<file path="src/rtl/seg7_to_estado.sv">
// Seven-segment pattern decoder: synchronizes and debounces seg_in, then maps letter patterns to a 3-bit state code.
// Optional saturating error counter on err_cnt when SEG7DEC_ERRCNT_EN is defined.
module seg7_to_estado #(
    parameter int unsigned STABLE_CYCLES = 4
) (
    input  logic       clk,
    input  logic       rst_n,
    input  logic [6:0] seg_in,
    output logic [2:0] estado,
    output logic       estado_valid,
    output logic       estado_chg,
    output logic       blank,
    output logic       err
`ifdef SEG7DEC_ERRCNT_EN
    ,
    output logic [7:0] err_cnt
`endif
);

    localparam int unsigned SEG_W = 7;
    localparam int unsigned CNT_W = 4;
    localparam logic [SEG_W-1:0] SEG_OFF  = 7'b1111111;
    localparam logic [CNT_W-1:0] CNT_LAST = CNT_W'(STABLE_CYCLES - 1);

    typedef enum logic [1:0] {
        ST_SETTLE = 2'd0,
        ST_LOCKED = 2'd1,
        ST_FAULT  = 2'd2
    } state_t;

    state_t           state, state_n;
    logic [SEG_W-1:0] s1, s2;
    logic [SEG_W-1:0] cand, cand_n;
    logic [CNT_W-1:0] cnt, cnt_n;
    logic [2:0]       estado_n;
    logic             valid_n, blank_n, chg_n, err_n;
    logic [2:0]       dec_code;
    logic             dec_known, dec_blank;

    // Two-flop synchronizer; all-off is the idle display
    always_ff @(posedge clk or negedge rst_n) begin
        if (!rst_n) begin
            s1 <= SEG_OFF;
            s2 <= SEG_OFF;
        end else begin
            s1 <= seg_in;
            s2 <= s1;
        end
    end

    // Letter table for the candidate pattern
    always_comb begin
        dec_code  = 3'd0;
        dec_known = 1'b1;
        dec_blank = 1'b0;
        case (cand)
            7'b1100010: dec_code = 3'd0;
            7'b0001000: dec_code = 3'd1;
            7'b0000111: dec_code = 3'd2;
            7'b0110000: dec_code = 3'd3;
            7'b1000001: dec_code = 3'd4;
            SEG_OFF: begin
                dec_known = 1'b0;
                dec_blank = 1'b1;
            end
            default: dec_known = 1'b0;
        endcase
    end

    // Next state: any change restarts settling; commit once stable long enough
    always_comb begin
        state_n  = state;
        cand_n   = cand;
        cnt_n    = cnt;
        estado_n = estado;
        valid_n  = estado_valid;
        blank_n  = blank;
        chg_n    = 1'b0;
        err_n    = 1'b0;
        if (s2 != cand) begin
            cand_n  = s2;
            cnt_n   = '0;
            state_n = ST_SETTLE;
        end else if (state == ST_SETTLE) begin
            if (cnt < CNT_LAST) begin
                cnt_n = cnt + CNT_W'(1);
            end else if (dec_known) begin
                state_n  = ST_LOCKED;
                chg_n    = !estado_valid || (dec_code != estado);
                estado_n = dec_code;
                valid_n  = 1'b1;
                blank_n  = 1'b0;
            end else if (dec_blank) begin
                state_n = ST_LOCKED;
                valid_n = 1'b0;
                blank_n = 1'b1;
            end else begin
                state_n = ST_FAULT;
                valid_n = 1'b0;
                blank_n = 1'b0;
                err_n   = 1'b1;
            end
        end
    end

    always_ff @(posedge clk or negedge rst_n) begin
        if (!rst_n) begin
            state        <= ST_SETTLE;
            cand         <= SEG_OFF;
            cnt          <= '0;
            estado       <= 3'b000;
            estado_valid <= 1'b0;
            blank        <= 1'b0;
            estado_chg   <= 1'b0;
            err          <= 1'b0;
        end else begin
            state        <= state_n;
            cand         <= cand_n;
            cnt          <= cnt_n;
            estado       <= estado_n;
            estado_valid <= valid_n;
            blank        <= blank_n;
            estado_chg   <= chg_n;
            err          <= err_n;
        end
    end

`ifdef SEG7DEC_ERRCNT_EN
    // Updates on the same edge that raises err
    always_ff @(posedge clk or negedge rst_n) begin
        if (!rst_n) begin
            err_cnt <= 8'h00;
        end else if (err_n && (err_cnt != 8'hFF)) begin
            err_cnt <= err_cnt + 8'h01;
        end
    end
`endif

endmodule

</file>
<file path="config.mk">
export PLATFORM = sky130hd
export DESIGN_NAME = seg7_to_estado
export DESIGN_NICKNAME = d
export VERILOG_FILES = /design/src/rtl/seg7_to_estado.sv
export SDC_FILE = /design/constraint.sdc
export NUM_CORES = 1
export LEC_CHECK = 0
export CELL_PAD_IN_SITES_DETAIL_PLACEMENT = 1
export CELL_PAD_IN_SITES_GLOBAL_PLACEMENT = 2
export CORE_MARGIN = 2
export CORE_UTILIZATION = 37
export CTS_CLUSTER_SIZE = 28
export DETAILED_ROUTE_END_ITERATION = 12
export GPL_ROUTABILITY_DRIVEN = 0
export GPL_TIMING_DRIVEN = 0
export HOLD_SLACK_MARGIN = 0.08
export PLACE_DENSITY_LB_ADDON = 0.1
export SYNTH_ARGS = -nofsm -noshare
export SYNTH_HDL_FRONTEND = slang
export SYNTH_SLANG_ARGS = --single-unit
</file>
<file path="constraint.sdc">
create_clock -name clk -period 2.2 [get_ports clk]
set_input_delay 0.44 -clock clk [delete_from_list [all_inputs] [get_ports clk]]
set_output_delay 0.44 -clock clk [all_outputs]
set_load 0.005 [all_outputs]
</file>
==> results by group <==
Outcome
  • Status: finished clean

GRT
  • First-pass GRT wire length: 4133 um
  • Number of global-route vias before repair: ~930
  • Pin count of the biggest net entering global routing: 35
  • Initial antenna violation count: 0
  • GRT Total Usage: 0.1329
  • Overflow after GRT: 0

Clock network
  • Postcts setup bufs: 0
  • Clock transition at path regs: 70 ps
  • CTS tree: built
  • Cts bufs inserted: 5
  • Root Buffer: clkbuf_8
  • Clock Sinks: 34
  • Worst-skew pair later-pin latency: 290 ps
  • Max clock buf depth: 2
  • H-tree depth: 2

Logic synthesis
  • Count of state elements after synthesis: 34
  • Gate Count Post-Synth: 107
  • Mean Syn Cell Area: 12.87 um^2
  • Dominant cell type by area after synthesis: dfstp_2
  • Seq/Total Area, Yosys: 0.6367
  • Post-synth top area share: 0.4005
  • Synth unique cells: 32
  • Ranking of synthesized cells by area: dfstp_2 40%, dfrtp_1 24%, xor2_1 4.5%
  • Synth warnings: 0
  • Synthesized area: roughly 1400 um^2
  • Syn Nets: 117

Worst setup path
  • Top Family by Delay on Critical Path: simple AND/OR/NAND/NOR gates
  • Worst R2R Setup Slack: between 150 and 200 ps
  • Sum of buffers and inverters on the critical path: 1
  • Worst-path fanout max: 7
  • Critical path startpoint category: flip-flop
  • Crit end category: flip-flop
  • Required time of the worst setup path: 2360 ps
  • R2R depth: 6
  • R2r endpoint: estado_chg
  • Worst reg2reg startpoint: cand[2]
  • Crit path max-delay cell type: or4b_4
  • Max stage delay on crit path: about 520 ps
  • Kind of critical path: reg -> reg
  • Crit path DAT: 2160 ps
  • Worst-path cell chain: buf_2 -> nand2_2 -> or4b_4 -> a211oi_2 -> xnor2_1 -> a41oi_2

Final layout
  • Final Core Density: 0.4636
  • Area delta synth->final: 21.34%
  • Final net count: 137
  • Share of layout cells above drive strength 1: 0.3047
  • N_diodes: 0

Placed design
  • Port Buffer Count: 15
  • Post-DP HPWL: 1651 um

Route
  • DRC viols: 0
  • Final WL: 2231 um
  • Via count: 839
  • Routed WL per cell: 12.68 um
  • Post-DRT Antenna Nets: 0
  • Initial drt markers: 35
  • Initial DRT Pass Iterations: 2
  • Vias/cell: approximately 4.8

Die
  • # IOs: 16
  • Initial core utilization: 0.3820
  • Core area: 3606 um^2
  • Die height: around 65 um
  • Die area: around 4200 um^2
  • Die X: 65.02 um
  • Row Count: 22

Timing
  • Finish-stage setup viols: 0
  • Worst slew pin tran: ~710 ps
  • Final Hold Viols: 0
  • Slew Limit Fails: 0
  • Fin crit period: 2000 ps
  • FMAX: 0.5000 GHz
  • Clock skew: 6.907 ps
  • Unrepaired setup endpoints after global routing: no
  • Slew margin rel.: 0.5298
  • Crit share post-route: 0.9091
  • Hold_ws: approximately 200 ps

Power and ir drop
  • Leak Pwr: 0.7059 nW
  • VDD IR-drop max: 0.0003643 V
  • PwrDens: 720.9 nW/um^2

Flow run
  • Max_cap viols: 0

Worst hold path
  • Hold Crit Class: in -> async
==> sequential cells by signal, indices dropped and copies added (netlist names) <==
signal	cells
cnt	4
s2	7
estado_valid	1
cand	7
estado_chg	1
s1	7
err	1
blank	1
estado	3
state	2
==> final cells by class <==
| cell class | instances | area, um^2 |
|---|---|---|
| Tap cell | 48 | 60.06 |
| Sequential cell | 34 | 877.1 |
| Clock buffer | 7 | 86.33 |
| Buffer | 8 | 31.28 |
| Inverter | 2 | 7.507 |
| Clock inverter | 1 | 5.005 |
| Multi-Input combinational cell | 61 | 459.2 |
| Fill cell | 393 | 1934 |
| Timing Repair Buffer | 15 | 145.1 |
==> worst max path at each step <==
stage	startpoint	endpoint	slack [ps]	depth (start not counted)
after floorplan	cand[5]	estado[1]	290	6
after global placement	cand[4]	estado[1]	-60	6
after detailed placement	cand[4]	estado[1]	-70	6
after CTS	cand[5]	estado[1]	40	6
after global routing	cand[2]	estado_chg	90	6
final	cand[2]	estado_chg	200	6
==> where the power goes <==
| group | switching [mW] | internal, mW | total (mW) |
|---|---|---|---|
| logic | 0.0323 | 0.0295 | 0.0618 |
| registers | 0.0184 | 0.661 | 0.680 |
| clock network | 0.211 | 0.252 | 0.463 |
| total | 0.262 | 0.943 | 1.21 |
==> synth_stat cells <==
| library cell | count |
|---|---|
| nand3_2 | 1 |
| a211oi_2 | 1 |
| nor4b_2 | 1 |
| nand2_2 | 1 |
| xnor2_1 | 4 |
| nand3_1 | 5 |
| xor2_1 | 7 |
| o21ai_1 | 4 |
| nand2_1 | 8 |
| a21o_1 | 1 |
| and3b_1 | 2 |
| dfstp_2 | 21 |
| nor4_4 | 1 |
| nor3_1 | 7 |
| and2_2 | 1 |
| dfrtp_1 | 13 |
| nor3b_1 | 2 |
| a21boi_1 | 1 |
| ha_1 | 1 |
| nand4bb_1 | 1 |
| buf_2 | 1 |
| and3_1 | 2 |
| mux2_1 | 2 |
| inv_1 | 2 |
| nor2_1 | 2 |
| a41oi_2 | 1 |
| and2_1 | 1 |
| clkbuf_1 | 9 |
| or4b_4 | 1 |
| nor4_1 | 1 |
| a31o_1 | 1 |
| mux2i_1 | 1 |
==> metrics by stage <==
stage	TNS, ps	cells	power [mW]	worst slack, ps	cell area, um^2
3_5_place_dp	-72.33	170	0.7542	-72.33	1583
3_3_place_gp	-55.20	170	0.7520	-55.20	1588
6_report	0	176	1.205	199.9	1672
2_1_floorplan	0	107	0.7182	294.8	1378
4_1_cts	0	178	1.233	35.39	1679
5_1_grt	0	176	1.271	90.58	1672
==> cells by family (layout without fill, tap and decap cells) <==
kind of cell | count (synthesis) | after routing | share of synthesized area
muxes | 3 | 3 | 0.02361
and+or+nand+nor | 37 | 37 | 0.1744
xor gates and xnor gates | 11 | 11 | 0.06993
buffers and inverters | 12 | 33 | 0.03360
DFF | 34 | 34 | 0.6367
AOI/OAI and AO/OA | 9 | 9 | 0.05269
adders and majority gates | 1 | 1 | 0.009081
==> what timing repair did <==
action | 4_1_cts | 5_1_grt
resized for setup | 1 | 0
endpoints found under the setup margin | 1 | 2
hold buffers | 0 | 0
==> placed cells by master (no fill, tap or decap), drive strengths merged, types with 2 or more instances in the layout <==
master and count:
and2 2, and3 2, and3b 2, buf 2, clkbuf 14, clkdlybuf4s50 14
dfrtp 13, dfstp 21, inv 2, mux2 2, nand2 9, nand3 6
nor2 2, nor3 7, nor3b 2, nor4 2, o21ai 4, xnor2 4
xor2 7
==> metal layers <==
metal,share of wire,up-vias,routed length [um],track usage
li1,-,397,-,-
met1,0.42,418,934,0.1503
met2,0.51,18,1132,0.2165
met3,0.049,6,110,0.05208
met4,0.024,0,53,0.07031
met5,0,-,0,0
Power figures use the tool's default switching activity.
